### src/rtl/fc_hdl_chan_mux.sv
// fc_hdl_chan_mux: N-channel valid/ready packet multiplexer.
// Each input channel owns a registered FIFO of {last, data}. A packet-locked
// round-robin arbiter picks one channel. Each output beat carries its source
// channel on out_ch.
// Optional feature macro: FC_HDL_CHAN_MUX_STATS_EN adds per-channel
// output beat counters (stats_clr / beat_cnt ports).
module fc_hdl_chan_mux #(
  parameter int NUM_CH = 3,
  parameter int DATA_W = 64,
  parameter int DEPTH  = 4,
  parameter int CH_W   = (NUM_CH > 1) ? $clog2(NUM_CH) : 1
) (
  input  logic                     clk,
  input  logic                     rst_n,
  input  logic [NUM_CH-1:0]        ch_en,
  input  logic [NUM_CH-1:0]        in_valid,
  output logic [NUM_CH-1:0]        in_ready,
  input  logic [NUM_CH*DATA_W-1:0] in_data,
  input  logic [NUM_CH-1:0]        in_last,
  output logic                     out_valid,
  input  logic                     out_ready,
  output logic [DATA_W-1:0]        out_data,
  output logic                     out_last,
  output logic [CH_W-1:0]          out_ch
`ifdef FC_HDL_CHAN_MUX_STATS_EN
  ,
  input  logic                     stats_clr,
  output logic [NUM_CH*32-1:0]     beat_cnt
`endif
);

  localparam int AW = $clog2(DEPTH);

  typedef logic [AW:0] ptr_t;
  typedef enum logic {ST_IDLE = 1'b0, ST_LOCK = 1'b1} state_t;

  // FIFO storage and pointers (pointers carry one extra wrap bit)
  logic [DATA_W:0]   mem_q    [NUM_CH][DEPTH];
  ptr_t              wr_ptr_q [NUM_CH];
  ptr_t              rd_ptr_q [NUM_CH];

  logic [NUM_CH-1:0] empty;
  logic [NUM_CH-1:0] full;
  logic [NUM_CH-1:0] elig;
  logic [NUM_CH-1:0] push;
  logic [NUM_CH-1:0] pop;

  // Arbiter state
  state_t            state_q, state_d;
  logic [CH_W-1:0]   rr_ptr_q, rr_ptr_d;
  logic [CH_W-1:0]   lock_ch_q, lock_ch_d;
  logic              hold_q, hold_d;
  logic [CH_W-1:0]   hold_ch_q, hold_ch_d;

  // Arbitration results
  logic              found;
  logic [CH_W-1:0]   pick;
  int                rr_idx;
  logic [CH_W-1:0]   gnt;
  logic              gnt_vld;
  logic              gnt_empty;
  logic [DATA_W:0]   head;
  logic              xfer;

  function automatic logic [CH_W-1:0] next_ch(input logic [CH_W-1:0] c);
    if (int'(c) >= NUM_CH - 1) begin
      return '0;
    end
    return c + CH_W'(1);
  endfunction

  // FIFO status flags, input handshake and per-channel eligibility
  always_comb begin
    empty    = '0;
    full     = '0;
    elig     = '0;
    in_ready = '0;
    push     = '0;
    for (int c = 0; c < NUM_CH; c++) begin
      empty[c]    = (wr_ptr_q[c] == rd_ptr_q[c]);
      full[c]     = (wr_ptr_q[c][AW] != rd_ptr_q[c][AW]) &&
                    (wr_ptr_q[c][AW-1:0] == rd_ptr_q[c][AW-1:0]);
      elig[c]     = !empty[c] && ch_en[c];
      in_ready[c] = rst_n && !full[c];
      push[c]     = in_valid[c] && in_ready[c];
    end
  end

  // Round-robin search: first eligible channel at or above rr_ptr, with wrap
  always_comb begin
    found  = 1'b0;
    pick   = '0;
    rr_idx = 0;
    for (int i = 0; i < NUM_CH; i++) begin
      rr_idx = int'(rr_ptr_q) + i;
      if (rr_idx >= NUM_CH) begin
        rr_idx = rr_idx - NUM_CH;
      end
      if (!found && elig[rr_idx]) begin
        found = 1'b1;
        pick  = CH_W'(rr_idx);
      end
    end
  end

  // Grant selection, head-of-FIFO mux and output presentation
  always_comb begin
    gnt       = '0;
    gnt_vld   = 1'b0;
    gnt_empty = 1'b1;
    head      = '0;
    unique case (state_q)
      ST_LOCK: gnt = lock_ch_q;
      default: gnt = hold_q ? hold_ch_q : pick;
    endcase
    for (int c = 0; c < NUM_CH; c++) begin
      if (gnt == CH_W'(c)) begin
        head      = mem_q[c][rd_ptr_q[c][AW-1:0]];
        gnt_empty = empty[c];
      end
    end
    // A held or locked grant ignores ch_en; a fresh IDLE grant needs eligibility
    if (state_q == ST_LOCK || hold_q) begin
      gnt_vld = !gnt_empty;
    end else begin
      gnt_vld = found;
    end
    out_valid = rst_n && gnt_vld;
    out_data  = out_valid ? head[DATA_W-1:0] : '0;
    out_last  = out_valid ? head[DATA_W] : 1'b0;
    out_ch    = out_valid ? gnt : '0;
    xfer      = out_valid && out_ready;
    pop       = '0;
    for (int c = 0; c < NUM_CH; c++) begin
      pop[c] = xfer && (gnt == CH_W'(c));
    end
  end

  // Arbiter next-state: packet lock, round-robin pointer advance, grant hold
  always_comb begin
    state_d   = state_q;
    rr_ptr_d  = rr_ptr_q;
    lock_ch_d = lock_ch_q;
    hold_d    = out_valid && !out_ready;
    hold_ch_d = gnt;
    unique case (state_q)
      ST_IDLE: begin
        if (xfer) begin
          if (out_last) begin
            rr_ptr_d = next_ch(gnt);
          end else begin
            state_d   = ST_LOCK;
            lock_ch_d = gnt;
          end
        end
      end
      ST_LOCK: begin
        if (xfer && out_last) begin
          state_d  = ST_IDLE;
          rr_ptr_d = next_ch(lock_ch_q);
        end
      end
      default: state_d = ST_IDLE;
    endcase
  end

  // Arbiter state register
  always_ff @(posedge clk) begin
    if (!rst_n) begin
      state_q   <= ST_IDLE;
      rr_ptr_q  <= '0;
      lock_ch_q <= '0;
      hold_q    <= 1'b0;
      hold_ch_q <= '0;
    end else begin
      state_q   <= state_d;
      rr_ptr_q  <= rr_ptr_d;
      lock_ch_q <= lock_ch_d;
      hold_q    <= hold_d;
      hold_ch_q <= hold_ch_d;
    end
  end

  // FIFO pointers: reset empties every channel, dropping any buffered beats
  always_ff @(posedge clk) begin
    for (int c = 0; c < NUM_CH; c++) begin
      if (!rst_n) begin
        wr_ptr_q[c] <= '0;
        rd_ptr_q[c] <= '0;
      end else begin
        if (push[c]) begin
          wr_ptr_q[c] <= wr_ptr_q[c] + ptr_t'(1);
        end
        if (pop[c]) begin
          rd_ptr_q[c] <= rd_ptr_q[c] + ptr_t'(1);
        end
      end
    end
  end

  // FIFO storage write; payload needs no reset since pointers gate visibility
  always_ff @(posedge clk) begin
    for (int c = 0; c < NUM_CH; c++) begin
      if (push[c]) begin
        mem_q[c][wr_ptr_q[c][AW-1:0]] <= {in_last[c], in_data[c*DATA_W +: DATA_W]};
      end
    end
  end

`ifdef FC_HDL_CHAN_MUX_STATS_EN
  logic [31:0] beat_cnt_q [NUM_CH];

  // Per-channel saturating output beat counters; clear wins over increment
  always_ff @(posedge clk) begin
    for (int c = 0; c < NUM_CH; c++) begin
      if (!rst_n || stats_clr) begin
        beat_cnt_q[c] <= '0;
      end else if (pop[c] && (beat_cnt_q[c] != 32'hFFFF_FFFF)) begin
        beat_cnt_q[c] <= beat_cnt_q[c] + 32'd1;
      end
    end
  end

  // Flatten counters onto the output bus
  always_comb begin
    beat_cnt = '0;
    for (int c = 0; c < NUM_CH; c++) begin
      beat_cnt[c*32 +: 32] = beat_cnt_q[c];
    end
  end
`endif

endmodule

### config.mk
export PLATFORM = sky130hd
export DESIGN_NAME = fc_hdl_chan_mux
export DESIGN_NICKNAME = d
export VERILOG_FILES = /design/src/rtl/fc_hdl_chan_mux.sv
export SDC_FILE = /design/constraint.sdc
export NUM_CORES = 1
export LEC_CHECK = 0
export ABC_AREA = 1
export CAP_MARGIN = 20
export CORE_MARGIN = 2
export CORE_UTILIZATION = 58
export CTS_CLUSTER_DIAMETER = 60
export DETAILED_ROUTE_END_ITERATION = 6
export PLACE_DENSITY_LB_ADDON = 0.08
export SETUP_SLACK_MARGIN = 0.3
export SYNTH_ARGS = -nofsm -noshare
export SYNTH_HDL_FRONTEND = slang
export SYNTH_SLANG_ARGS = --single-unit
### constraint.sdc
create_clock -name clk -period 6.2 [get_ports clk]
set_clock_uncertainty 0.05 [all_clocks]
set_input_delay 1.24 -clock clk [delete_from_list [all_inputs] [get_ports clk]]
set_output_delay 1.24 -clock clk [all_outputs]
set_load 0.02 [all_outputs]
==> flow_metrics.py <==
metrics = {
    "floorplan": {
        "start_util": 0.585,
        "die_x_um": 240,
        "die_area_mm2": 0.0574,
        "num_io_pins": 275,
        "die_y_um": 240,
        "rows": 86,
        "core-area_mm2": 0.0550,
    },
    "setup_path": {
        "cp_num_buf_inv": 3,
        "worst_path_max_delay_cell": "clkdlybuf4s50_1",
        "crit_chain": "buf_6 > nand2_1 > nand2_1 > nand3_2 > nand3_2 > nand3_2 > nor2_2 > nand3_1 > nand2_1 > nand2_2 > nand2_4 > nor2_4 > nand2_2 > nand3_2 > a21oi_4 > buf_12 > o211a_1 > clkdlybuf4s50_1",
        "startpoint_type": "flip-flop",
        "cp-end-kind": "output port",
        "cpLargestDelayFamily": "simple AND/OR/NAND/NOR gates",
        "worstPathArrival_ns": 4.42,
        "critPathRequiredTime_ns": 4.91,
        "crit_top_cell": "nand3_2",
        "critPathKind": "flip-flop to output port",
        "cp_max_fo": 62,
        "critPathMaxStageDelay_ns": 0.64,
    },
    "timing": {
        "slew_headroom": 0.243,
        "tns_ns": 0,
        "slew_violations": 0,
        "worst_hold_slack_ns": 0.448,
        "final_hold_viol_count": 0,
        "final.min_clock_period_ns": 5.71,
        "worstMarginPinSlew_ns": 1.14,
        "rsz0062_at_grt": "false",
        "setup_viol": 0,
        "fmax_ghz": 0.175,
        "fin_crit_sh": 0.921,
    },
    "final_layout": {
        "regArea_mm2": 0.0241,
        "design_area_mm2": 0.0384,
        "final_common_cell": "edfxtp_1",
        "fillers": 3725,
        "nets": 2859,
        "drive_gt1_frac": 0.0792,
        "most-common-layout-cells": "edfxtp_1 (798), o21ai_0 (378), nor2_1 (305), clkdlybuf4s50_1 (274), nand2_1 (269)",
        "areaGrowthSynthToFinish_pct": 19.4,
        "multiInputGateArea_mm2": 0.00722,
    },
    "detailed_routing": {
        "routed_wl_mm": 87.6,
        "drtAntennaViolNets": 0,
        "drt_iter0_drc": 2107,
        "via_count": 20900,
        "drc": 0,
        "drt_pass1_iterations": 5,
        "drt-wirelength-per-cell_um": 25.3,
        "vias_per_cell": 6.02,
    },
    "clocking": {
        "cts_inserted_buffers": 81,
        "h-tree-depth": 3,
        "clkTransAtPathRegs_ns": 0.06,
        "cts_num_sinks": 806,
        "clockBufferDepth": 3,
        "cts_root_buffer": "clkbuf_16",
        "cts_tree": "yes",
        "insertion_delay_ns": 0.62,
    },
    "place": {
        "gp_congestion": 0.939,
        "hpwlAfterDp_mm": 55.3,
        "placed_area_mm2": 0.0357,
        "portBuffers": 274,
    },
    "synthesis": {
        "synthMuxAreaShare": 0,
        "synth_warnings": 0,
        "synth-seq-area-share": 0.750,
        "synth_top_family_by_area": "compound AO/OA/AOI/OAI gates",
        "syn_avg_cell_area_um2": 13.5,
        "yosys-top-cells-area": "edfxtp_1 (74%), o21ai_0 (5.9%), nor2_1 (3.7%)",
        "synth_top_cell_by_area": "edfxtp_1",
        "synth_cell_types": 37,
        "ys_ff_latch": 806,
        "netlist_area_mm2": 0.0322,
        "synthesis.nets": 2613,
        "synth_top_area_frac": 0.745,
        "yosys.area_share.simple": 0.0763,
        "synth-adder-area-share": 0.00700,
        "netlist_instances": 2391,
        "synth_compound_area_frac": 0.137,
        "synthXorXnorAreaFrac": 0.00132,
    },
    "power": {
        "power_uw": 15100,
        "p_leak_uw": 0.0132,
        "vdd_drop_max_mv": 0.280,
        "power_density_mw_per_mm2": 393,
    },
    "grt": {
        "grt_max_degree": 119,
        "antenna_found_initial": 21,
        "grt_pass1_vias": 20000,
        "grt-ovfl-total": 0,
        "grt_pass1_wl_mm": 127,
        "track_usage": 0.306,
    },
    "status": {
        "status": "finished, final reports clean",
    },
    "run": {
        "max-cap-violations": 0,
    },
    "min_path": {
        "hp-class": "flip-flop to flip-flop",
    },
}
-- path summary, 6_finish.rpt --
path / slack, ns / depth (start not counted) / startpoint / to
setup / recovery: 0.49 / 18 / rd_ptr_q[0][0] / out_data[25]
hold / removal: 0.45 / 2 / lock_ch_q[0] / lock_ch_q[0]
setup reg to reg: 2.53 / 18 / rd_ptr_q[0][0] / rd_ptr_q[0][2]
hold reg to reg: 0.45 / 2 / lock_ch_q[0] / lock_ch_q[0]
-- kinds of logic (layout without fill, tap and decap cells) --
group,after synthesis,after routing
AND/OR/NAND/NOR,620,620
XOR/XNOR,4,4
adder cells (fa/ha/maj),18,18
AO/OA/AOI/OAI,721,721
flip-flops,806,806
buffers and inverters,222,532
other,0,14
-- cells in the mapped netlist, drive strengths merged --
master,instances
a211oi,5
a21oi,87
a22oi,2
a31oi,1
a32o,63
buf,29
clkbuf,132
clkinv,2
dfxtp,8
edfxtp,798
ha,18
inv,59
nand2,274
nand3,18
nand3b,1
nand4,5
nor2,321
nor4,1
o211a,51
o21a,1
o21ai,379
o221a,5
o22ai,127
xnor2,4
-- worst min-delay path, delay by kind of cell (launching register included) --
kind          cells  cell delay, ns
flops             1            0.33
simple gates      2            0.13
-- routing by layer --
layer  track usage  wire (µm)  part of all wire
met2         0.490      42200              0.48
met5             0        106            0.0012
met3        0.0689       6800             0.078
met1         0.378      32400              0.37
met4         0.198       6060             0.069
-- where the power goes --
group	switching [µW]	total [µW]	internal [µW]
Sequential	58.6	6260	6200
Combinational	2610	3990	1380
Clock	2000	4880	2870
-- timing repair --
| item | in CTS | in global routing |
|---|---|---|
| buffers inserted | 0 | 5 |
| hold buffers | 0 | 0 |
| resized for setup | 1 | 5 |
| endpoints found under the setup margin | 23 | 64 |
-- cell type report --
class                      instances  area share
antenna                           14    0.000912
tap                              748      0.0244
inverter                          61     0.00628
clock buffer                      99      0.0567
sequential                       806       0.628
clock inverter                    48      0.0121
multi-input combinational       1363       0.188
timing repair buffer             324      0.0841
-- stage by stage --
step / utilization / instances / setup WS (ns)
2_1_floorplan: - / 2391 / 1.26
3_3_place_gp: 0.649 / 3296 / 0.671
3_5_place_dp: 0.649 / 3296 / 0.643
4_1_cts: 0.697 / 3443 / 0.313
5_1_grt: 0.699 / 3455 / 0.295
6_report: 0.699 / 3463 / 0.491
-- registers in the layout (all words and copies together) (netlist names), named ones only --
name / cells
lock_ch_q: 2
rr_ptr_q: 2
hold_ch_q: 2
mem_q: 780
wr_ptr_q: 9
hold_q: 1
rd_ptr_q: 9
No activity file was read; power rests on OpenSTA's default activity.
